<file path="src/rtl/iob_bus_arbiter_2to1_pkg.sv">
// Shared constants for the 2:1 IOb memory-port arbiter.
//   ST_*            : FSM state encodings (IDLE / read outstanding)
//   FIXED_PRIO_DEF  : default grant policy (0 round-robin, 1 data port wins ties)
//   *_W_DEF         : default bus and counter widths
package iob_bus_arbiter_2to1_pkg;

    localparam logic [0:0] ST_IDLE    = 1'b0;
    localparam logic [0:0] ST_RD_WAIT = 1'b1;

    localparam int FIXED_PRIO_DEF = 0;
    localparam int ADDR_W_DEF     = 32;
    localparam int DATA_W_DEF     = 32;
    localparam int CNT_W_DEF      = 32;

endpackage

</file>
<file path="src/rtl/iob_rr_arb2.sv">
// Two-way grant logic with a remembered last winner.
//   clk_i/rst_i/cke_i : clock, sync active-high reset, clock enable
//   req_i[1:0]        : request vector (already masked by the caller's FSM)
//   upd_i             : the current grant was accepted; remember it
//   gnt_vld_o         : some port is granted this cycle
//   gnt_o             : index of the granted port
module iob_rr_arb2
    import iob_bus_arbiter_2to1_pkg::*;
#(
    parameter int FIXED_PRIO = FIXED_PRIO_DEF
) (
    input  logic       clk_i,
    input  logic       rst_i,
    input  logic       cke_i,
    input  logic [1:0] req_i,
    input  logic       upd_i,
    output logic       gnt_vld_o,
    output logic       gnt_o
);

    logic last_gnt_q, last_gnt_d;

    always_comb begin
        gnt_vld_o = |req_i;
        case (req_i)
            2'b01:   gnt_o = 1'b0;
            2'b10:   gnt_o = 1'b1;
            // Tie: fixed priority favours the data port, otherwise take
            // whichever port did not win last time.
            2'b11:   gnt_o = (FIXED_PRIO != 0) ? 1'b1 : ~last_gnt_q;
            default: gnt_o = 1'b0;
        endcase
        last_gnt_d = upd_i ? gnt_o : last_gnt_q;
    end

    // Starts at 1 so that the instruction port wins the first tie.
    always_ff @(posedge clk_i) begin
        if (rst_i) begin
            last_gnt_q <= 1'b1;
        end else if (cke_i) begin
            last_gnt_q <= last_gnt_d;
        end
    end

endmodule

</file>
<file path="src/rtl/iob_bus_arbiter_2to1.sv">
// Shares one IOb native memory port between the CPU instruction bus (s0)
// and data bus (s1). At most one read is outstanding; its response is
// steered back to the port that issued it. Accepted requests are counted
// per port.
//   clk_i, rst_i, cke_i    : clock, sync active-high reset, clock enable
//   sN_avalid/addr/wdata/wstrb_i, sN_ready_o : request side of port N
//   sN_rdata_o, sN_rvalid_o                 : read response to port N
//   m_avalid/addr/wdata/wstrb_o, m_ready_i  : request to memory
//   m_rdata_i, m_rvalid_i                   : read response from memory
//   cnt0_o, cnt1_o                          : accepted requests per port
module iob_bus_arbiter_2to1
    import iob_bus_arbiter_2to1_pkg::*;
#(
    parameter int ADDR_W     = ADDR_W_DEF,
    parameter int DATA_W     = DATA_W_DEF,
    parameter int FIXED_PRIO = FIXED_PRIO_DEF,
    parameter int CNT_W      = CNT_W_DEF
) (
    input  logic                clk_i,
    input  logic                rst_i,
    input  logic                cke_i,

    input  logic                s0_avalid_i,
    input  logic [ADDR_W-1:0]   s0_addr_i,
    input  logic [DATA_W-1:0]   s0_wdata_i,
    input  logic [DATA_W/8-1:0] s0_wstrb_i,
    output logic                s0_ready_o,
    output logic [DATA_W-1:0]   s0_rdata_o,
    output logic                s0_rvalid_o,

    input  logic                s1_avalid_i,
    input  logic [ADDR_W-1:0]   s1_addr_i,
    input  logic [DATA_W-1:0]   s1_wdata_i,
    input  logic [DATA_W/8-1:0] s1_wstrb_i,
    output logic                s1_ready_o,
    output logic [DATA_W-1:0]   s1_rdata_o,
    output logic                s1_rvalid_o,

    output logic                m_avalid_o,
    output logic [ADDR_W-1:0]   m_addr_o,
    output logic [DATA_W-1:0]   m_wdata_o,
    output logic [DATA_W/8-1:0] m_wstrb_o,
    input  logic                m_ready_i,
    input  logic [DATA_W-1:0]   m_rdata_i,
    input  logic                m_rvalid_i,

    output logic [CNT_W-1:0]    cnt0_o,
    output logic [CNT_W-1:0]    cnt1_o
);

    localparam logic [CNT_W-1:0] CNT_ONE = {{(CNT_W-1){1'b0}}, 1'b1};

    logic [0:0]       state_q, state_d;
    logic             owner_q, owner_d;
    logic [CNT_W-1:0] cnt0_q, cnt0_d, cnt1_q, cnt1_d;

    logic idle, rd_wait, gnt_vld, gnt, accept, gnt_is_rd, rsp_vld;

    // Outputs are held quiet while reset is asserted, so masking with
    // rst_i gives the all-zero reset picture without waiting an edge.
    assign idle    = (state_q == ST_IDLE)    & ~rst_i;
    assign rd_wait = (state_q == ST_RD_WAIT) & ~rst_i;

    iob_rr_arb2 #(
        .FIXED_PRIO (FIXED_PRIO)
    ) u_arb (
        .clk_i     (clk_i),
        .rst_i     (rst_i),
        .cke_i     (cke_i),
        .req_i     ({s1_avalid_i, s0_avalid_i} & {2{idle}}),
        .upd_i     (accept),
        .gnt_vld_o (gnt_vld),
        .gnt_o     (gnt)
    );

    // Request mux: zero-latency pass-through of the granted port.
    always_comb begin
        m_avalid_o = 1'b0;
        m_addr_o   = '0;
        m_wdata_o  = '0;
        m_wstrb_o  = '0;
        s0_ready_o = 1'b0;
        s1_ready_o = 1'b0;
        if (gnt_vld) begin
            m_avalid_o = 1'b1;
            if (gnt) begin
                m_addr_o   = s1_addr_i;
                m_wdata_o  = s1_wdata_i;
                m_wstrb_o  = s1_wstrb_i;
                s1_ready_o = m_ready_i;
            end else begin
                m_addr_o   = s0_addr_i;
                m_wdata_o  = s0_wdata_i;
                m_wstrb_o  = s0_wstrb_i;
                s0_ready_o = m_ready_i;
            end
        end
    end

    assign accept    = m_avalid_o & m_ready_i;
    assign gnt_is_rd = gnt ? (s1_wstrb_i == '0) : (s0_wstrb_i == '0);

    // Response steering: only the owner of the outstanding read sees it.
    // A response arriving in IDLE has no owner and is dropped.
    assign rsp_vld     = rd_wait & m_rvalid_i;
    assign s0_rvalid_o = rsp_vld & ~owner_q;
    assign s1_rvalid_o = rsp_vld &  owner_q;
    assign s0_rdata_o  = {DATA_W{s0_rvalid_o}} & m_rdata_i;
    assign s1_rdata_o  = {DATA_W{s1_rvalid_o}} & m_rdata_i;

    always_comb begin
        state_d = state_q;
        owner_d = owner_q;
        cnt0_d  = cnt0_q;
        cnt1_d  = cnt1_q;
        if (state_q == ST_IDLE) begin
            if (accept) begin
                if (gnt) cnt1_d = cnt1_q + CNT_ONE;
                else     cnt0_d = cnt0_q + CNT_ONE;
                // Writes complete on accept; only reads need a response.
                if (gnt_is_rd) begin
                    owner_d = gnt;
                    state_d = ST_RD_WAIT;
                end
            end
        end else if (m_rvalid_i) begin
            state_d = ST_IDLE;
        end
    end

    always_ff @(posedge clk_i) begin
        if (rst_i) begin
            state_q <= ST_IDLE;
            owner_q <= 1'b0;
            cnt0_q  <= '0;
            cnt1_q  <= '0;
        end else if (cke_i) begin
            state_q <= state_d;
            owner_q <= owner_d;
            cnt0_q  <= cnt0_d;
            cnt1_q  <= cnt1_d;
        end
    end

    assign cnt0_o = cnt0_q;
    assign cnt1_o = cnt1_q;

endmodule

</file>
<file path="config.mk">
export PLATFORM = sky130hd
export DESIGN_NAME = iob_bus_arbiter_2to1
export DESIGN_NICKNAME = d
export VERILOG_FILES = /design/src/rtl/iob_bus_arbiter_2to1_pkg.sv /design/src/rtl/iob_rr_arb2.sv /design/src/rtl/iob_bus_arbiter_2to1.sv
export SDC_FILE = /design/constraint.sdc
export NUM_CORES = 1
export LEC_CHECK = 0
export BUFFER_PORTS_ARGS = -buffer_cell sky130_fd_sc_hd__buf_2
export CORE_AREA = 4 4 144 146
export CTS_CLUSTER_SIZE = 8
export DETAILED_ROUTE_END_ITERATION = 8
export DIE_AREA = 0 0 148 150
export SETUP_SLACK_MARGIN = 0.4
export SLEW_MARGIN = 10
export SYNTH_ARGS = -nofsm -noshare
export SYNTH_HDL_FRONTEND = slang
export SYNTH_SLANG_ARGS = --single-unit
</file>
<file path="constraint.sdc">
create_clock -name clk_i -period 1.7 [get_ports clk_i]
set_input_delay 0.17 -clock clk_i [delete_from_list [all_inputs] [get_ports clk_i]]
set_output_delay 0.17 -clock clk_i [all_outputs]
set_load 0.03 [all_outputs]
</file>
==> results of run 1 <==
-- how the worst max path moves through the flow --
stage,startpoint,end
2_1_floorplan,cnt1_o[3],cnt1_o[30]
3_3_place_gp,state_q,cnt1_o[28]
3_5_place_dp,state_q,cnt1_o[24]
4_1_cts,state_q,m_wdata_o[1]
5_1_grt,state_q,s0_rdata_o[15]
6_report,state_q,m_wdata_o[12]
-- state kept, by name, indices dropped and copies added (netlist names) --
name	flops
owner_q	1
cnt0_o	32
u_arb.last_gnt_q	1
cnt1_o	32
state_q	1
-- layer usage --
metal  vias to the layer above  track usage  wire length, um
li1                       2897            -                -
met1                      2959        0.232             9790
met2                       232        0.351            13200
met3                        54       0.0675             2020
met4                         6       0.0924              795
met5                         -            0               36
-- stage by stage --
stage / TNS [ps] / power (mW)
after CTS: -20580 / 4.71
after floorplan: -536 / 2.32
final: -21430 / 4.82
after detailed placement: -632 / 2.78
after global routing: -33060 / 5.02
after global placement: -542 / 2.78
-- layout by cell type, fill, tap and decap left out, drive strengths merged --
cell | netlist | final
a211oi | 1 | 1
a21boi | 2 | 2
a21o | 1 | 1
a21oi | 10 | 10
a221o | 1 | 1
and2 | 67 | 67
and3 | 12 | 12
and4 | 7 | 7
and4bb | 1 | 1
buf | 4 | 486
clkbuf | 40 | 20
clkinv | 0 | 4
dfxtp | 67 | 67
diode | 0 | 7
ha | 2 | 2
inv | 6 | 6
mux2i | 1 | 1
nand2 | 28 | 28
nand2b | 1 | 1
nand3 | 30 | 30
nand4 | 20 | 20
nand4b | 1 | 1
nand4bb | 1 | 1
nor2 | 60 | 60
nor2b | 4 | 4
nor3 | 7 | 7
nor4 | 13 | 13
nor4b | 1 | 1
o21ai | 10 | 10
o221a | 67 | 67
o31ai | 1 | 1
or3 | 9 | 10
or4 | 1 | 1
xnor2 | 20 | 20
xor2 | 33 | 33
-- worst max-delay path: stages (launching register included) --
cell	delay, ps
dfxtp_4	340
buf_6	130
nor3_4	150
buf_6	150
buf_12	160
clkbuf_16	170
o221a_4	180
buf_6	130
-- cell families after synthesis --
logic type | share of synthesized area
AO/OA/AOI/OAI | 0.207
adder cells (fa/ha/maj) | 0.00567
flip-flops | 0.304
multiplexers | 0.00227
XOR/XNOR | 0.105
AND/OR/NAND/NOR | 0.330
buffers and inverters | 0.0460
-- power breakdown --
part / internal (mW) / switching, mW / leakage (nW)
Clock: 0.973 / 0.652 / 0.125
Combinational: 0.842 / 0.813 / 4.34
Sequential: 1.53 / 0.00459 / 0.568
-- layout make-up --
type | count | area [um2] | share of cell area
Clock buffer | 12 | 236 | 0.0221
Inverter | 6 | 22.5 | 0.00210
Tap cell | 265 | 332 | 0.0310
Timing Repair Buffer | 494 | 4320 | 0.404
Antenna cell | 7 | 17.5 | 0.00164
Sequential cell | 67 | 1460 | 0.136
Clock inverter | 4 | 17.5 | 0.00164
Multi-Input combinational cell | 413 | 4300 | 0.401
-- what timing repair did --
action	in CTS	in global routing
gates cloned	9	8
hold buffers	0	0
buffers inserted	11	23
resized for setup	324	135
hold endpoints to repair	0	0
endpoints found under the setup margin	204	204
pin swaps	31	108
==> report_table.html, run 1 <==
<table>
<tr><th>Metric</th><th>Value</th></tr>
<tr><th colspan="2">Run status</th></tr>
<tr><td>Run status</td><td>finished, violations left</td></tr>
<tr><td>Violations in the final reports</td><td>setup timing</td></tr>
<tr><th colspan="2">Synthesis</th></tr>
<tr><td>Mean post-synth cell area</td><td>8.34 um2</td></tr>
<tr><td>Syn Inst Count</td><td>529</td></tr>
<tr><td>Number of library cell types mapped by synthesis</td><td>39</td></tr>
<tr><td>Post-synthesis sequential element count</td><td>67</td></tr>
<tr><td>Top post-synthesis cells by area</td><td>dfxtp_1 30%, o221a_2 17%, and2_1 9.5%</td></tr>
<tr><td>Top cell type by total area after synthesis</td><td>dfxtp_1</td></tr>
<tr><td>Sequential share of the synthesized area</td><td>0.304</td></tr>
<tr><td>Post-synth top flop</td><td>dfxtp_1</td></tr>
<tr><td>Syn_nets</td><td>706</td></tr>
<tr><td>Proportion of netlist area held by the largest area contributor</td><td>0.304</td></tr>
<tr><td>Async set or reset register ratio after synthesis</td><td>0</td></tr>
<tr><td>Count of yosys warnings during synthesis</td><td>0</td></tr>
<tr><td>Post-synth EDFFs</td><td>0</td></tr>
<tr><td>Cell types with the highest counts after synthesis</td><td>67 x and2_1, 67 x dfxtp_1, 67 x o221a_2</td></tr>
<tr><td>Synthesized cell area</td><td>0.00441 mm2</td></tr>
<tr><th colspan="2">CTS</th></tr>
<tr><td>Number of clock sinks</td><td>67</td></tr>
<tr><td>Clock transition at the registers of the reported paths</td><td>60 ps</td></tr>
<tr><td>Htree depth</td><td>3</td></tr>
<tr><td>Clock insertion delay at the later pin of the skew report</td><td>around 320 ps</td></tr>
<tr><td>TritonCTS clock tree</td><td>done</td></tr>
<tr><td>Max Root-Sink Buffers</td><td>2</td></tr>
<tr><td>Clock root buffer master</td><td>clkbuf_16</td></tr>
<tr><td>TritonCTS Buffers</td><td>9</td></tr>
<tr><th colspan="2">GRT</th></tr>
<tr><td>Global-route wire length before repair</td><td>35,600 um</td></tr>
<tr><td>Maximum number of pins on one net before global-route repair</td><td>37</td></tr>
<tr><td>Vias in the first global route</td><td>roughly 6,000</td></tr>
<tr><td>Initial antenna violation count</td><td>10</td></tr>
<tr><td>Total grt overflow</td><td>0</td></tr>
<tr><td>Global-route usage over all layers</td><td>0.205</td></tr>
<tr><th colspan="2">Timing</th></tr>
<tr><td>Slew Viols, Final</td><td>0</td></tr>
<tr><td>Crit path time final</td><td>approximately 1900 ps</td></tr>
<tr><td>Actual transition at the worst max-transition pin</td><td>roughly 460 ps</td></tr>
<tr><td>RSZ-0062 raised after global routing</td><td>yes</td></tr>
<tr><td>Final setup fails</td><td>160</td></tr>
<tr><td>Number of hold violations in the final report</td><td>0</td></tr>
<tr><td>Share of the clock period used by the worst path after layout</td><td>1.12</td></tr>
<tr><td>Highest clock rate</td><td>525 MHz</td></tr>
<tr><td>Max_slew headroom</td><td>0.696</td></tr>
<tr><td>Worst clock skew on the final layout</td><td>4.58 ps</td></tr>
<tr><td>Slack of the critical path</td><td>-206 ps</td></tr>
<tr><td>Worst hold slack after final layout</td><td>154 ps</td></tr>
<tr><th colspan="2">Setup path</th></tr>
<tr><td>Required time of the worst setup path</td><td>1530 ps</td></tr>
<tr><td>Cell depth of the worst flop-to-flop path</td><td>5</td></tr>
<tr><td>Arrival time at the worst endpoint</td><td>1740 ps</td></tr>
<tr><td>Critical Path Source Type</td><td>register</td></tr>
<tr><td>Capturing element type of the critical path</td><td>primary output</td></tr>
<tr><td>Endpoint of the worst register-to-register path</td><td>cnt1_o[26]</td></tr>
<tr><td>Crit Path Class</td><td>reg2out</td></tr>
<tr><td>Crit Reg-Reg Startpoint</td><td>state_q</td></tr>
<tr><td>R2r setup slk</td><td>-120 ps</td></tr>
<tr><td>Largest fanout on the critical path</td><td>7</td></tr>
<tr><th colspan="2">Floorplan</th></tr>
<tr><td>Overall die width</td><td>148 um</td></tr>
<tr><td>Area enclosed by the die boundary</td><td>about 0.022 mm2</td></tr>
<tr><td>Top Ports</td><td>376</td></tr>
<tr><td>Placeable core area</td><td>0.0194 mm2</td></tr>
<tr><td>Placement row count</td><td>51</td></tr>
<tr><td>Effective utilization at floorplan</td><td>0.227</td></tr>
<tr><td>Y dimension of the die</td><td>150 um</td></tr>
<tr><th colspan="2">Placement</th></tr>
<tr><td>Dpl cell area</td><td>between 0.008 and 0.009 mm2</td></tr>
<tr><td>DP HPWL</td><td>18,200 um</td></tr>
<tr><td>Pre-CTS setup slack</td><td>-104 ps</td></tr>
<tr><td>Placer congestion estimate</td><td>0.834</td></tr>
<tr><td>PortBufs</td><td>~380</td></tr>
<tr><td>Cell Count Post-Placement</td><td>1,194</td></tr>
<tr><th colspan="2">Final layout</th></tr>
<tr><td>Post-route cell area</td><td>0.0107 mm2</td></tr>
<tr><td>Fill cell total of the finished layout</td><td>1,687</td></tr>
<tr><td>Final-stage net count</td><td>1,168</td></tr>
<tr><td>Fraction of layout cells with a size suffix above 1</td><td>0.774</td></tr>
<tr><td>Final Core Density</td><td>0.552</td></tr>
<tr><td>Final non-filler cell total</td><td>1,268</td></tr>
<tr><td>Area growth from synthesis to final layout</td><td>143%</td></tr>
<tr><th colspan="2">Power</th></tr>
<tr><td>Static leakage</td><td>5.03 nW</td></tr>
<tr><td>Total power density per cell area</td><td>approximately 450 mW/mm2</td></tr>
<tr><td>Peak supply drop</td><td>around 440 uV</td></tr>
<tr><th colspan="2">Min path</th></tr>
<tr><td>Hold Path Depth</td><td>3</td></tr>
<tr><td>Startpoint of the lowest-slack hold path</td><td>m_rvalid_i</td></tr>
<tr><td>Worst Hold Class</td><td>in2reg</td></tr>
<tr><td>Hold-critical path endpoint</td><td>state_q</td></tr>
<tr><th colspan="2">Route</th></tr>
<tr><td>Count of routing violations after the opening detailed-route iteration</td><td>170</td></tr>
<tr><td>Vias per inst</td><td>4.85</td></tr>
<tr><td>Remaining antenna violation count</td><td>0</td></tr>
<tr><td>Avg WL per Cell</td><td>20.4 um</td></tr>
<tr><td>Total Routed Length</td><td>25,900 um</td></tr>
<tr><td>DR DRC count</td><td>0</td></tr>
<tr><td>Via count</td><td>approximately 6,100</td></tr>
<tr><td>Iteration count of the initial detailed-routing pass</td><td>4</td></tr>
<tr><th colspan="2">Run</th></tr>
<tr><td>Count of maximum capacitance violations</td><td>0</td></tr>
</table>
Power figures use the tool's default switching activity.
==> run 2: changes to the inputs <==
- BUFFER_PORTS_ARGS: -buffer_cell sky130_fd_sc_hd__buf_2 -> -buffer_cell sky130_fd_sc_hd__buf_4
- CTS_CLUSTER_SIZE: 8 -> 28
- MAX_ROUTING_LAYER: default -> met4
==> run 2 against run 1 <==
The flow still finishes with violations (setup timing); non-clock buffer count is 13 higher; final cell count is 0.71% higher; cell area is 10% higher; register-to-register slack worse by 30 ps; count of clock-buffer cells in the layout is 1 lower.
==> report_table.html, run 2 (same netlist as run 1, synthesis figures left out) <==
<table>
<tr><th>Metric</th><th>Value</th></tr>
<tr><th colspan="2">CTS</th></tr>
<tr><td>Clock transition at the registers of the reported paths</td><td>50 ps (about the same)</td></tr>
<tr><td>Max Root-Sink Buffers</td><td>2 (unchanged)</td></tr>
<tr><td>Clock root buffer master</td><td>clkbuf_16</td></tr>
<tr><td>Htree depth</td><td>3 (unchanged)</td></tr>
<tr><td>Number of clock sinks</td><td>67 (unchanged)</td></tr>
<tr><td>TritonCTS clock tree</td><td>done</td></tr>
<tr><td>Clock insertion delay at the later pin of the skew report</td><td>330 ps (about the same)</td></tr>
<tr><td>TritonCTS Buffers</td><td>9 (unchanged)</td></tr>
<tr><th colspan="2">Setup path</th></tr>
<tr><td>Crit Reg-Reg Startpoint</td><td>u_arb.last_gnt_q</td></tr>
<tr><td>Capturing element type of the critical path</td><td>primary output</td></tr>
<tr><td>Required time of the worst setup path</td><td>1530 ps (about the same)</td></tr>
<tr><td>CP Cell Sequence</td><td>a21boi_4, buf_8, nand2_8, clkbuf_16, o221a_4, buf_6</td></tr>
<tr><td>Cell depth of the worst flop-to-flop path</td><td>7 (+2)</td></tr>
<tr><td>Master of the slowest instance on the critical path</td><td>dfxtp_2</td></tr>
<tr><td>Largest fanout on the critical path</td><td>6 (-1)</td></tr>
<tr><td>Endpoint of the worst register-to-register path</td><td>cnt1_o[26]</td></tr>
<tr><td>Delay contributed by the slowest stage of the critical path</td><td>330 ps (about the same)</td></tr>
<tr><td>Crit Path Class</td><td>reg2out</td></tr>
<tr><td>Critical Path Source Type</td><td>register</td></tr>
<tr><td>Arrival time at the worst endpoint</td><td>1720 ps (-20 ps)</td></tr>
<tr><td>R2r setup slk</td><td>-150 ps (-30 ps)</td></tr>
<tr><th colspan="2">GRT</th></tr>
<tr><td>Maximum number of pins on one net before global-route repair</td><td>67 (+81%)</td></tr>
<tr><td>Vias in the first global route</td><td>6,195 (+2.8%)</td></tr>
<tr><td>Global-route wire length before repair</td><td>38,000 um (+6.7%)</td></tr>
<tr><td>Global-route usage over all layers</td><td>0.227 (+0.0228)</td></tr>
<tr><td>Initial antenna violation count</td><td>2 (-8)</td></tr>
<tr><td>Total grt overflow</td><td>0 (unchanged)</td></tr>
<tr><th colspan="2">Route</th></tr>
<tr><td>Vias per inst</td><td>4.94 (+1.8%)</td></tr>
<tr><td>DR DRC count</td><td>0 (unchanged)</td></tr>
<tr><td>Via count</td><td>6,304 (+2.5%)</td></tr>
<tr><td>Avg WL per Cell</td><td>22.1 um (+8.4%)</td></tr>
<tr><td>Remaining antenna violation count</td><td>0 (unchanged)</td></tr>
<tr><td>Iteration count of the initial detailed-routing pass</td><td>4 (unchanged)</td></tr>
<tr><td>Total Routed Length</td><td>28,200 um (+9.1%)</td></tr>
<tr><td>Count of routing violations after the opening detailed-route iteration</td><td>191 (+12%)</td></tr>
<tr><th colspan="2">Timing</th></tr>
<tr><td>Crit path time final</td><td>1890 ps (-11.9 ps)</td></tr>
<tr><td>Slack of the critical path</td><td>-194 ps (+11.9 ps)</td></tr>
<tr><td>Worst hold slack after final layout</td><td>152 ps (-2.25 ps)</td></tr>
<tr><td>Sum of negative setup slack</td><td>-20,100 ps (+1330 ps)</td></tr>
<tr><td>Worst clock skew on the final layout</td><td>7.93 ps (+3.35 ps)</td></tr>
<tr><td>Slew Viols, Final</td><td>0 (unchanged)</td></tr>
<tr><td>RSZ-0062 raised after global routing</td><td>yes</td></tr>
<tr><td>Actual transition at the worst max-transition pin</td><td>751 ps (+295 ps)</td></tr>
<tr><td>Max_slew headroom</td><td>0.499 (-0.197)</td></tr>
<tr><td>Number of hold violations in the final report</td><td>0 (unchanged)</td></tr>
<tr><td>Share of the clock period used by the worst path after layout</td><td>1.11 (-0.00701)</td></tr>
<tr><td>Highest clock rate</td><td>528 MHz (+0.63%)</td></tr>
<tr><td>Final setup fails</td><td>172 (+7.5%)</td></tr>
<tr><th colspan="2">Min path</th></tr>
<tr><td>Startpoint of the lowest-slack hold path</td><td>m_rvalid_i</td></tr>
<tr><td>Hold-critical path endpoint</td><td>state_q</td></tr>
<tr><td>Worst Hold Class</td><td>in2reg</td></tr>
<tr><td>Hold Path Depth</td><td>3 (unchanged)</td></tr>
<tr><th colspan="2">Final layout</th></tr>
<tr><td>Final-stage net count</td><td>1,182 (+1.2%)</td></tr>
<tr><td>Area growth from synthesis to final layout</td><td>167%</td></tr>
<tr><td>Most frequent standard cell in the layout excluding fill and tap cells</td><td>buf_4</td></tr>
<tr><td>Final Core Density</td><td>0.607 (+0.0552)</td></tr>
<tr><td>Fraction of layout cells with a size suffix above 1</td><td>0.773 (-0.000829)</td></tr>
<tr><td>Fill cell total of the finished layout</td><td>1,639 (-2.8%)</td></tr>
<tr><td>Post-route cell area</td><td>0.0118 mm2 (+10%)</td></tr>
<tr><td>FF+latch area</td><td>0.00146 mm2 (unchanged)</td></tr>
<tr><td>Final non-filler cell total</td><td>1,277 (+0.71%)</td></tr>
<tr><td>Footprint of the multi-input gates</td><td>0.00434 mm2 (+0.93%)</td></tr>
<tr><td>Most frequent cells in the layout</td><td>277 x buf_4, 174 x buf_6, 67 x o221a_4</td></tr>
<tr><th colspan="2">Placement</th></tr>
<tr><td>Cell Count Post-Placement</td><td>1,184 (-0.84%)</td></tr>
<tr><td>Dpl cell area</td><td>0.00888 mm2 (+10%)</td></tr>
<tr><td>DP HPWL</td><td>18,700 um (+2.9%)</td></tr>
<tr><td>Pre-CTS setup slack</td><td>-94.0 ps (+10.2 ps)</td></tr>
<tr><td>Placer congestion estimate</td><td>0.849 (+1.8%)</td></tr>
<tr><td>PortBufs</td><td>375 (unchanged)</td></tr>
<tr><th colspan="2">Floorplan</th></tr>
<tr><td>Placeable core area</td><td>0.0194 mm2 (unchanged)</td></tr>
<tr><td>Area enclosed by the die boundary</td><td>0.0222 mm2 (unchanged)</td></tr>
<tr><td>Top Ports</td><td>376 (unchanged)</td></tr>
<tr><td>Overall die width</td><td>148 um (unchanged)</td></tr>
<tr><td>Effective utilization at floorplan</td><td>0.227 (unchanged)</td></tr>
<tr><td>Placement row count</td><td>51 (unchanged)</td></tr>
<tr><td>Y dimension of the die</td><td>150 um (unchanged)</td></tr>
<tr><th colspan="2">Run status</th></tr>
<tr><td>Violations in the final reports</td><td>setup timing</td></tr>
<tr><td>Run status</td><td>finished, violations left</td></tr>
<tr><th colspan="2">Power</th></tr>
<tr><td>Combinational cell fraction of total power</td><td>0.362 (+0.019)</td></tr>
<tr><td>Post-layout total power</td><td>5.23 mW (+8.6%)</td></tr>
<tr><td>Fraction of power spent switching nets</td><td>0.292 (-0.0125)</td></tr>
<tr><td>Internal Pwr Total</td><td>3.70 mW (+11%)</td></tr>
<tr><td>Clock power share</td><td>0.344 (+0.007)</td></tr>
<tr><td>Sequential fraction of design power</td><td>0.294 (-0.025)</td></tr>
<tr><td>Static leakage</td><td>5.40 nW (+7.3%)</td></tr>
<tr><td>Peak supply drop</td><td>472 uV (+7.9%)</td></tr>
<tr><td>Total power density per cell area</td><td>444 mW/mm2 (-1.3%)</td></tr>
<tr><td>Switching power total</td><td>1.53 mW (+4.1%)</td></tr>
<tr><th colspan="2">Run</th></tr>
<tr><td>Count of maximum capacitance violations</td><td>0 (unchanged)</td></tr>
</table>
## run 2: layout make-up
cell class	instances	area share
diodes	2	0.000425
multi-input cells	414	0.368
inverters	6	0.00191
flip-flops and latches	67	0.124
repair buffers	507	0.453
well taps	265	0.0282
clock buffers	11	0.0198
clock inverters	5	0.00457
## run 2: metal layers
| layer | up-vias | GRT usage | routed length, um |
|---|---|---|---|
| met1 | 3050 | 0.258 | 10700 |
| met3 | 68 | 0.0575 | 2100 |
| li1 | 2937 | - | - |
| met5 | - | - | 0 |
| met2 | 249 | 0.382 | 14300 |
| met4 | 0 | 0.0970 | 1130 |
## run 2: worst max-delay path by stage
stage / from / to / slack, ps / cells past startpoint
CTS: state_q / s0_rdata_o[20] / -170 / 8
floorplan: cnt1_o[3] / cnt1_o[30] / -130 / 6
detailed placement: state_q / cnt1_o[30] / -90 / 5
global route: state_q / s0_rdata_o[15] / -240 / 8
global placement: state_q / cnt1_o[24] / -80 / 6
finish: u_arb.last_gnt_q / m_wdata_o[1] / -190 / 6
## run 2: what timing repair did
action,in CTS,in global routing
resized for setup,227,111
endpoints found under the hold margin,0,0
setup endpoints to repair,204,204
hold buffers,0,0
buffers inserted,29,12
gates cloned,15,19
pin swaps,36,137
## run 2: power by group through the flow
stage | Clock (mW) | Combinational [mW] | Sequential (mW)
after global routing | 1.92 | 1.96 | 1.54
after detailed placement | 0 | 1.37 | 1.57
after CTS | 1.85 | 1.68 | 1.54
after floorplan | 0 | 0.739 | 1.58
after global placement | 0 | 1.36 | 1.57
final | 1.80 | 1.89 | 1.54
## run 2: critical path, delay by kind of cell (launching register included)
family / cells / cell delay, ps
flops: 1 / 330
buf+inv: 3 / 510
compound gates: 2 / 410
simple gates: 1 / 120
